## config.mk

```make
export PLATFORM = sky130hd
export DESIGN_NAME = status_reg
export DESIGN_NICKNAME = d
export VERILOG_FILES = /design/src/rtl/status_pkg.sv /design/src/rtl/status_decode.sv /design/src/rtl/status_reg.sv
export SDC_FILE = /design/constraint.sdc
export NUM_CORES = 1
export LEC_CHECK = 0
export ABC_AREA = 1
export BUFFER_PORTS_ARGS = -buffer_cell sky130_fd_sc_hd__buf_2
export CORE_MARGIN = 2
export CORE_UTILIZATION = 45
export CTS_CLUSTER_DIAMETER = 120
export DETAILED_ROUTE_END_ITERATION = 10
export PLACE_DENSITY = 0.75
export SLEW_MARGIN = 20
export SYNTH_ARGS = -nofsm -noshare
export SYNTH_HDL_FRONTEND = slang
export SYNTH_SLANG_ARGS = --single-unit
```

## constraint.sdc

```tcl
create_clock -name clock -period 1.5 [get_ports clock]
set_clock_uncertainty 0.2 [all_clocks]
set_input_delay 0.15 -clock clock [delete_from_list [all_inputs] [get_ports clock]]
set_output_delay 0.15 -clock clock [all_outputs]
set_load 0.02 [all_outputs]
```

## src/rtl/status_pkg.sv

```systemverilog
// Shared constants for the rstatus exception/status register.
// Opcode, ALU-op and status-code values, plus the datapath widths.
package status_pkg;

    localparam int W_STATUS = 27;
    localparam int W_OP     = 5;

    typedef enum logic [W_OP-1:0] {
        OP_RTYPE = 5'd0,
        OP_ADDI  = 5'd5,
        OP_SETX  = 5'd21
    } opcode_e;

    typedef enum logic [W_OP-1:0] {
        ALU_ADD = 5'd0,
        ALU_SUB = 5'd1,
        ALU_MUL = 5'd6,
        ALU_DIV = 5'd7
    } alu_e;

    localparam logic [W_STATUS-1:0] ST_ADD  = W_STATUS'(1);
    localparam logic [W_STATUS-1:0] ST_ADDI = W_STATUS'(2);
    localparam logic [W_STATUS-1:0] ST_SUB  = W_STATUS'(3);
    localparam logic [W_STATUS-1:0] ST_MUL  = W_STATUS'(4);
    localparam logic [W_STATUS-1:0] ST_DIV  = W_STATUS'(5);

endpackage

```

## src/rtl/status_decode.sv

```systemverilog
// Next-value and load-enable decode for the status register.
// Macro STATUS_MULDIV_EN adds MUL/DIV overflow codes below SUB.
module status_decode
    import status_pkg::*;
(
    input  logic [W_OP-1:0]     opcode_i,
    input  logic [W_OP-1:0]     alu_code_i,
    input  logic [W_STATUS-1:0] target_i,
    input  logic                overflow_i,
    output logic                load_en_o,
    output logic [W_STATUS-1:0] status_d_o
);

    always_comb begin
        // NOTE: defaults first so every path assigns both outputs; no latch can be inferred.
        load_en_o  = 1'b0;
        status_d_o = target_i;

        // SETX wins over any overflow report in the same cycle.
        if (opcode_i == OP_SETX) begin
            load_en_o  = 1'b1;
            status_d_o = target_i;
        end else if (overflow_i) begin
            if (opcode_i == OP_RTYPE) begin
                case (alu_code_i)
                    ALU_ADD: begin load_en_o = 1'b1; status_d_o = ST_ADD; end
                    ALU_SUB: begin load_en_o = 1'b1; status_d_o = ST_SUB; end
`ifdef STATUS_MULDIV_EN
                    ALU_MUL: begin load_en_o = 1'b1; status_d_o = ST_MUL; end
                    ALU_DIV: begin load_en_o = 1'b1; status_d_o = ST_DIV; end
`endif
                    default: begin load_en_o = 1'b0; status_d_o = target_i; end
                endcase
            end else if (opcode_i == OP_ADDI) begin
                load_en_o  = 1'b1;
                status_d_o = ST_ADDI;
            end
        end
    end

endmodule

```

## src/rtl/status_reg.sv

```systemverilog
// rstatus register: synchronous-reset enable register around status_decode.
// Macro STATUS_MULDIV_EN (handled in status_decode) enables MUL/DIV codes.
module status_reg
    import status_pkg::*;
(
    input  logic                clock,
    input  logic                reset,
    input  logic [W_OP-1:0]     opcode,
    input  logic [W_OP-1:0]     alu_code,
    input  logic [W_STATUS-1:0] target,
    input  logic                overflow,
    output logic [W_STATUS-1:0] status_out
);

    logic                load_en;
    logic [W_STATUS-1:0] status_d;
    logic [W_STATUS-1:0] status_q;

    status_decode u_decode (
        .opcode_i   (opcode),
        .alu_code_i (alu_code),
        .target_i   (target),
        .overflow_i (overflow),
        .load_en_o  (load_en),
        .status_d_o (status_d)
    );

    // NOTE: reset is synchronous here, so it lives inside the clocked block, not the sensitivity list.
    always_ff @(posedge clock) begin
        if (reset) begin
            // NOTE: non-blocking assignments for all registered state.
            status_q <= '0;
        end else if (load_en) begin
            status_q <= status_d;
        end
    end

    assign status_out = status_q;

endmodule

```

# Yosys cells after proc, flatten, opt, wreduce, memory -nomap -nowiden
# Index checks and enable logic that the tools add are counted.
word_totals:
  out_inout_bits: 27
  latch_bits: 0
  register_bits: 27
  wordCells: 17
  mem_count: 0
  ramBits: 0
  rom_bits: 0
op_classes:
  shift: 0
  n_addsub: 0
  mul: 0
  eq_ne: 3
  magnitude_cmp: 0
  bitwise_logic: 0
  n_mux: 10
  n_reduce_logical: 3
  div_mod_pow: 0
ops:
  columns: ["operator", "count"]
  rows:
  - ["27-bit two-way mux", 4]
  - ["27-bit one-hot mux with 2 select lines", 1]
  - ["5-bit logical NOT", 2]
  - ["5-bit by 1-bit equality test with 1-bit output, second input constant", 1]
  - ["5-bit by 3-bit equality test with 1-bit output, second input constant", 1]
  - ["5-bit equality test, second input constant", 1]
  - ["1-bit two-way mux", 5]
  - ["2-bit OR reduction", 1]

# Depth between registers and ports, before layout
logic_depth:
  depth_word: 6
  mapped_depth: 9

# Cells and area by module
# A second synthesis with hierarchy kept.
hier_totals:
  cells_unflattened: 258
  hier_area_um2: 1616.6
modules_own_cells:
  columns: ["mod", "cells_each", "area_each_um2", "instances", "seq_area_each_um2"]
  rows:
  - ["status_reg", 171, 1237.4, 1, 540.5]
  - ["status_decode", 87, 379.1, 1, 0.0]

# Worst setup path before layout
# No wires, ideal clock.
synth_path:
  kind: "input -> register"
  start: "in alu_code[3]"
  end: "reg status_q[10] (netlist: status_out[10])"
  t_arrival_ns: 0.852
  required_time_ns: 1.157
  stages: 8
  path_buffers: 2
  path_slack_ns: 0.305
  cell_sequence: "nor2_1 > inv_1 > nor2_1 > nand3_2 > buf_6 > buf_12 > nand3_2 > a21oi_2"
synth_between:
  elab_chain_cells: 6
synth_lines:
  columns: ["element", "line", "source"]
  rows:
  - ["start: declaration", "status_reg.sv:9", "input logic [W_OP-1:0] alu_code,"]
  - ["5-bit by 1-bit equality test with 1-bit output or 5-bit logical NOT (tied branches)", "status_decode.sv:25", "case (alu_code_i)"]
  - ["2-bit OR reduction (no source line)", null, null]
  - ["1-bit two-way mux", "status_decode.sv:25", null]
  - ["1-bit two-way mux", "status_decode.sv:24", "if (opcode_i == OP_RTYPE) begin"]
  - ["1-bit two-way mux", "status_decode.sv:23", "end else if (overflow_i) begin"]
  - ["1-bit two-way mux", "status_decode.sv:20", "if (opcode_i == OP_SETX) begin"]
  - ["end signal: assignment", "status_reg.sv:34", "status_q <= status_d;"]
  - ["end: declaration", "status_reg.sv:17", "logic [W_STATUS-1:0] status_q;"]
# Parallel ways exist; a longest one is shown, timed or not.
# A chain may end at the register's enable or synchronous reset.

# Worst setup path after layout
layout_path:
  start: "reg status_q[10] (netlist: status_out[10])"
  end: "out status_out[10]"
layout_lines:
  columns: ["element", "line", "source"]
  rows:
  - ["end: declaration", "status_reg.sv:12", "output logic [W_STATUS-1:0] status_out"]
# No word-level cell between the ends.

==> impl_metrics.toml <==
[sta]
whs_ns = 0.0208
finalSetupViolations = 0
fin_setup_tns_ns = 0
tightest_slew_ns = 0.248
finalCritPeriodShare = 0.818
fmax_mhz = 815
maxSlewHeadroom = 0.834
final_hold_viol_count = 0
finalCriticalPeriod_ns = 1.23
slew_violations = 0
rsz0062_at_grt = "false"

[worst_setup_path]
end_kind = "output port"
cp_num_buf_inv = 1
crit_fanout = 2
crit_family = "flip-flops"
slowest_stage = "dfxtp_1"
rrSetupSlack_ns = 0.62
path_cells = "buf_2"
cp-start-kind = "register"
rr_worst_depth = 3
slowest_delay_ns = 0.39
cp_data_arrival_time_ns = 0.88
r2r-end = "status_out[0]$_SDFFE_PP0P_"
r2r-start = "status_out[0]$_SDFFE_PP0P_"
critPathRequiredTime_ns = 1.15
crit_type = "register to output port"

[drt]
drc = 5
wl_um = 3510
avgRoutedWirePerCell_um = 12.4
dr.pass1.iters = 7
route.antenna.remaining_nets = 0
vias_per_cell = 4.87
vias = 1383
drtIter0Drc = 51

[logic_synthesis]
synthCells = 158
synth.cell_area_um2 = 1360
synth_area_per_cell_um2 = 8.58
synth_nets = 198
synth.ff_latch_count = 27
ys_types = 22
ys_warn_count = 0
ys_seq_area_frac = 0.399

[global_routing]
grt_max_degree = 26
grt_usage = 0.211
overflow = 0
antenna_found_initial = 0
grt_pass1_vias = 1380
grt_pass1_wl_um = 5660

[placed_design]
placedCellCount = 252
io_buffers = 66
gp_congestion = 0.710
dp_hpwl_um = 2300

[layout]
fill_cells = 236
layout.cells.non_filler = 284
n_antenna_cell = 0
drive_above_1_share = 0.482
nNetsFinal = 294
postLayoutCoreUtil = 0.721
largest_reg_flops = 27
syn_to_final_growth_pct = 49.2

[min_path]
hold_start = "target[1]"
hold_depth = 7
hold_path.class = "primary input to register"
worst_hold_path.endpoint = "status_out[1]$_SDFFE_PP0P_"

[power]
max-vdd-ir-drop_mv = 0.379
power_density_nw_per_um2 = 621
cellLeakagePower_nw = 0.890

[cts]
cts.sinks = 27
clock_tree.root_cell = "clkbuf_4"
cts_tree = "built"
cts-htree-levels = 1
clk_latency_ns = 0.31
clock_tree.buffer_depth = 2
path_clk_slew_ns = 0.13
cts-buffers-inserted = 3

[flow_run]
maxCapViolCount = 0

[die]
dieArea_um2 = 3470
fp.dieH_um = 58.9
start_util = 0.483
core_um2 = 2810
row_count = 19
boundaryPins = 67
die_x_um = 58.9

[run_status]
status = "finished, violations left"
violations = "DRC"
[area by class of cell]
| cell class | count | area (um2) | share of cell area |
|---|---|---|---|
| timing repair buffer | 101 | 688 | 0.340 |
| multi-input combinational | 110 | 687 | 0.340 |
| sequential | 27 | 541 | 0.267 |
| inverter | 11 | 41.3 | 0.0204 |
| tap | 31 | 38.8 | 0.0192 |
| clock buffer | 4 | 26.3 | 0.0130 |
[layer usage]
layer	routed length, um	GRT usage	part of all wire	up-vias
met1	1440	0.234	0.41	606
met5	0	0	0	-
li1	-	-	-	711
met2	1780	0.389	0.51	56
met3	181	0.0264	0.052	10
met4	106	0.110	0.030	0
[worst max path at each step]
stage,startpoint,endpoint,slack [ns],cells past startpoint
finish,status_out[10]$_SDFFE_PP0P_,status_out[10],0.27,1
global route,status_out[10]$_SDFFE_PP0P_,status_out[10],0.22,1
CTS,status_out[10]$_SDFFE_PP0P_,status_out[10],0.27,1
detailed placement,alu_code[3],status_out[17]$_SDFFE_PP0P_,0.07,8
global placement,alu_code[3],status_out[19]$_SDFFE_PP0P_,0.12,8
floorplan,alu_code[3],status_out[10]$_SDFFE_PP0P_,0.30,8
[synthesized netlist by cell type (all sizes together)]
cell type / number / area share
nand3: 29 / 0.15
nand3b: 2 / 0.011
inv: 11 / 0.030
o211ai: 1 / 0.016
a21oi: 27 / 0.16
nand4: 1 / 0.0046
buf: 8 / 0.058
nor2: 13 / 0.047
o21bai: 1 / 0.0055
nand2: 36 / 0.12
clkbuf: 2 / 0.0055
dfxtp: 27 / 0.40
[report_power, final]
group | switching [W] | internal [W]
Clock | 0.000196 | 0.000104
Sequential | 0.00000556 | 0.000727
Combinational | 0.000104 | 0.000119
Total | 0.000306 | 0.000950
[kinds of logic after synthesis]
kind of cell	Yosys count	share of synthesized area
flip-flops	27	0.399
buffers and inverters	21	0.0942
AO/OA/AOI/OAI	29	0.176
AND/OR/NAND/NOR	81	0.331
[metrics by stage]
stage,area (um2),power (W),setup slack [ns]
after detailed placement,1720,0.000913,0.0748
after global routing,2020,0.00132,0.219
after global placement,1720,0.000911,0.122
final,2020,0.00126,0.273
after CTS,2020,0.00126,0.273
after floorplan,1360,0.000830,0.305
[cells in the final DEF, fill, tap and decap left out]
cell | synthesis | layout
buf_2 | 2 | 66
dlygate4sd3_1 | 0 | 28
dfxtp_1 | 27 | 27
nand2_1 | 25 | 25
a21oi_2 | 20 | 20
nand3_1 | 18 | 18
nor2_1 | 11 | 11
nand3_2 | 11 | 11
nand2_2 | 11 | 11
inv_1 | 10 | 10
a21oi_1 | 7 | 7
buf_4 | 1 | 5
clkbuf_4 | 0 | 3
nor2_4 | 2 | 2
nand3b_1 | 2 | 2
buf_12 | 1 | 2
inv_2 | 1 | 1
o211ai_4 | 1 | 1
nand4_1 | 1 | 1
o21bai_1 | 1 | 1
clkbuf_1 | 2 | 1
[repair_timing]
action                                  in CTS  in global routing
setup buffers                                0                  0
endpoints found under the setup margin       0                  0
endpoints found under the hold margin       27                  0
gates resized for setup                      0                  0
hold buffers                                28                  0
Power figures use the tool's default switching activity.
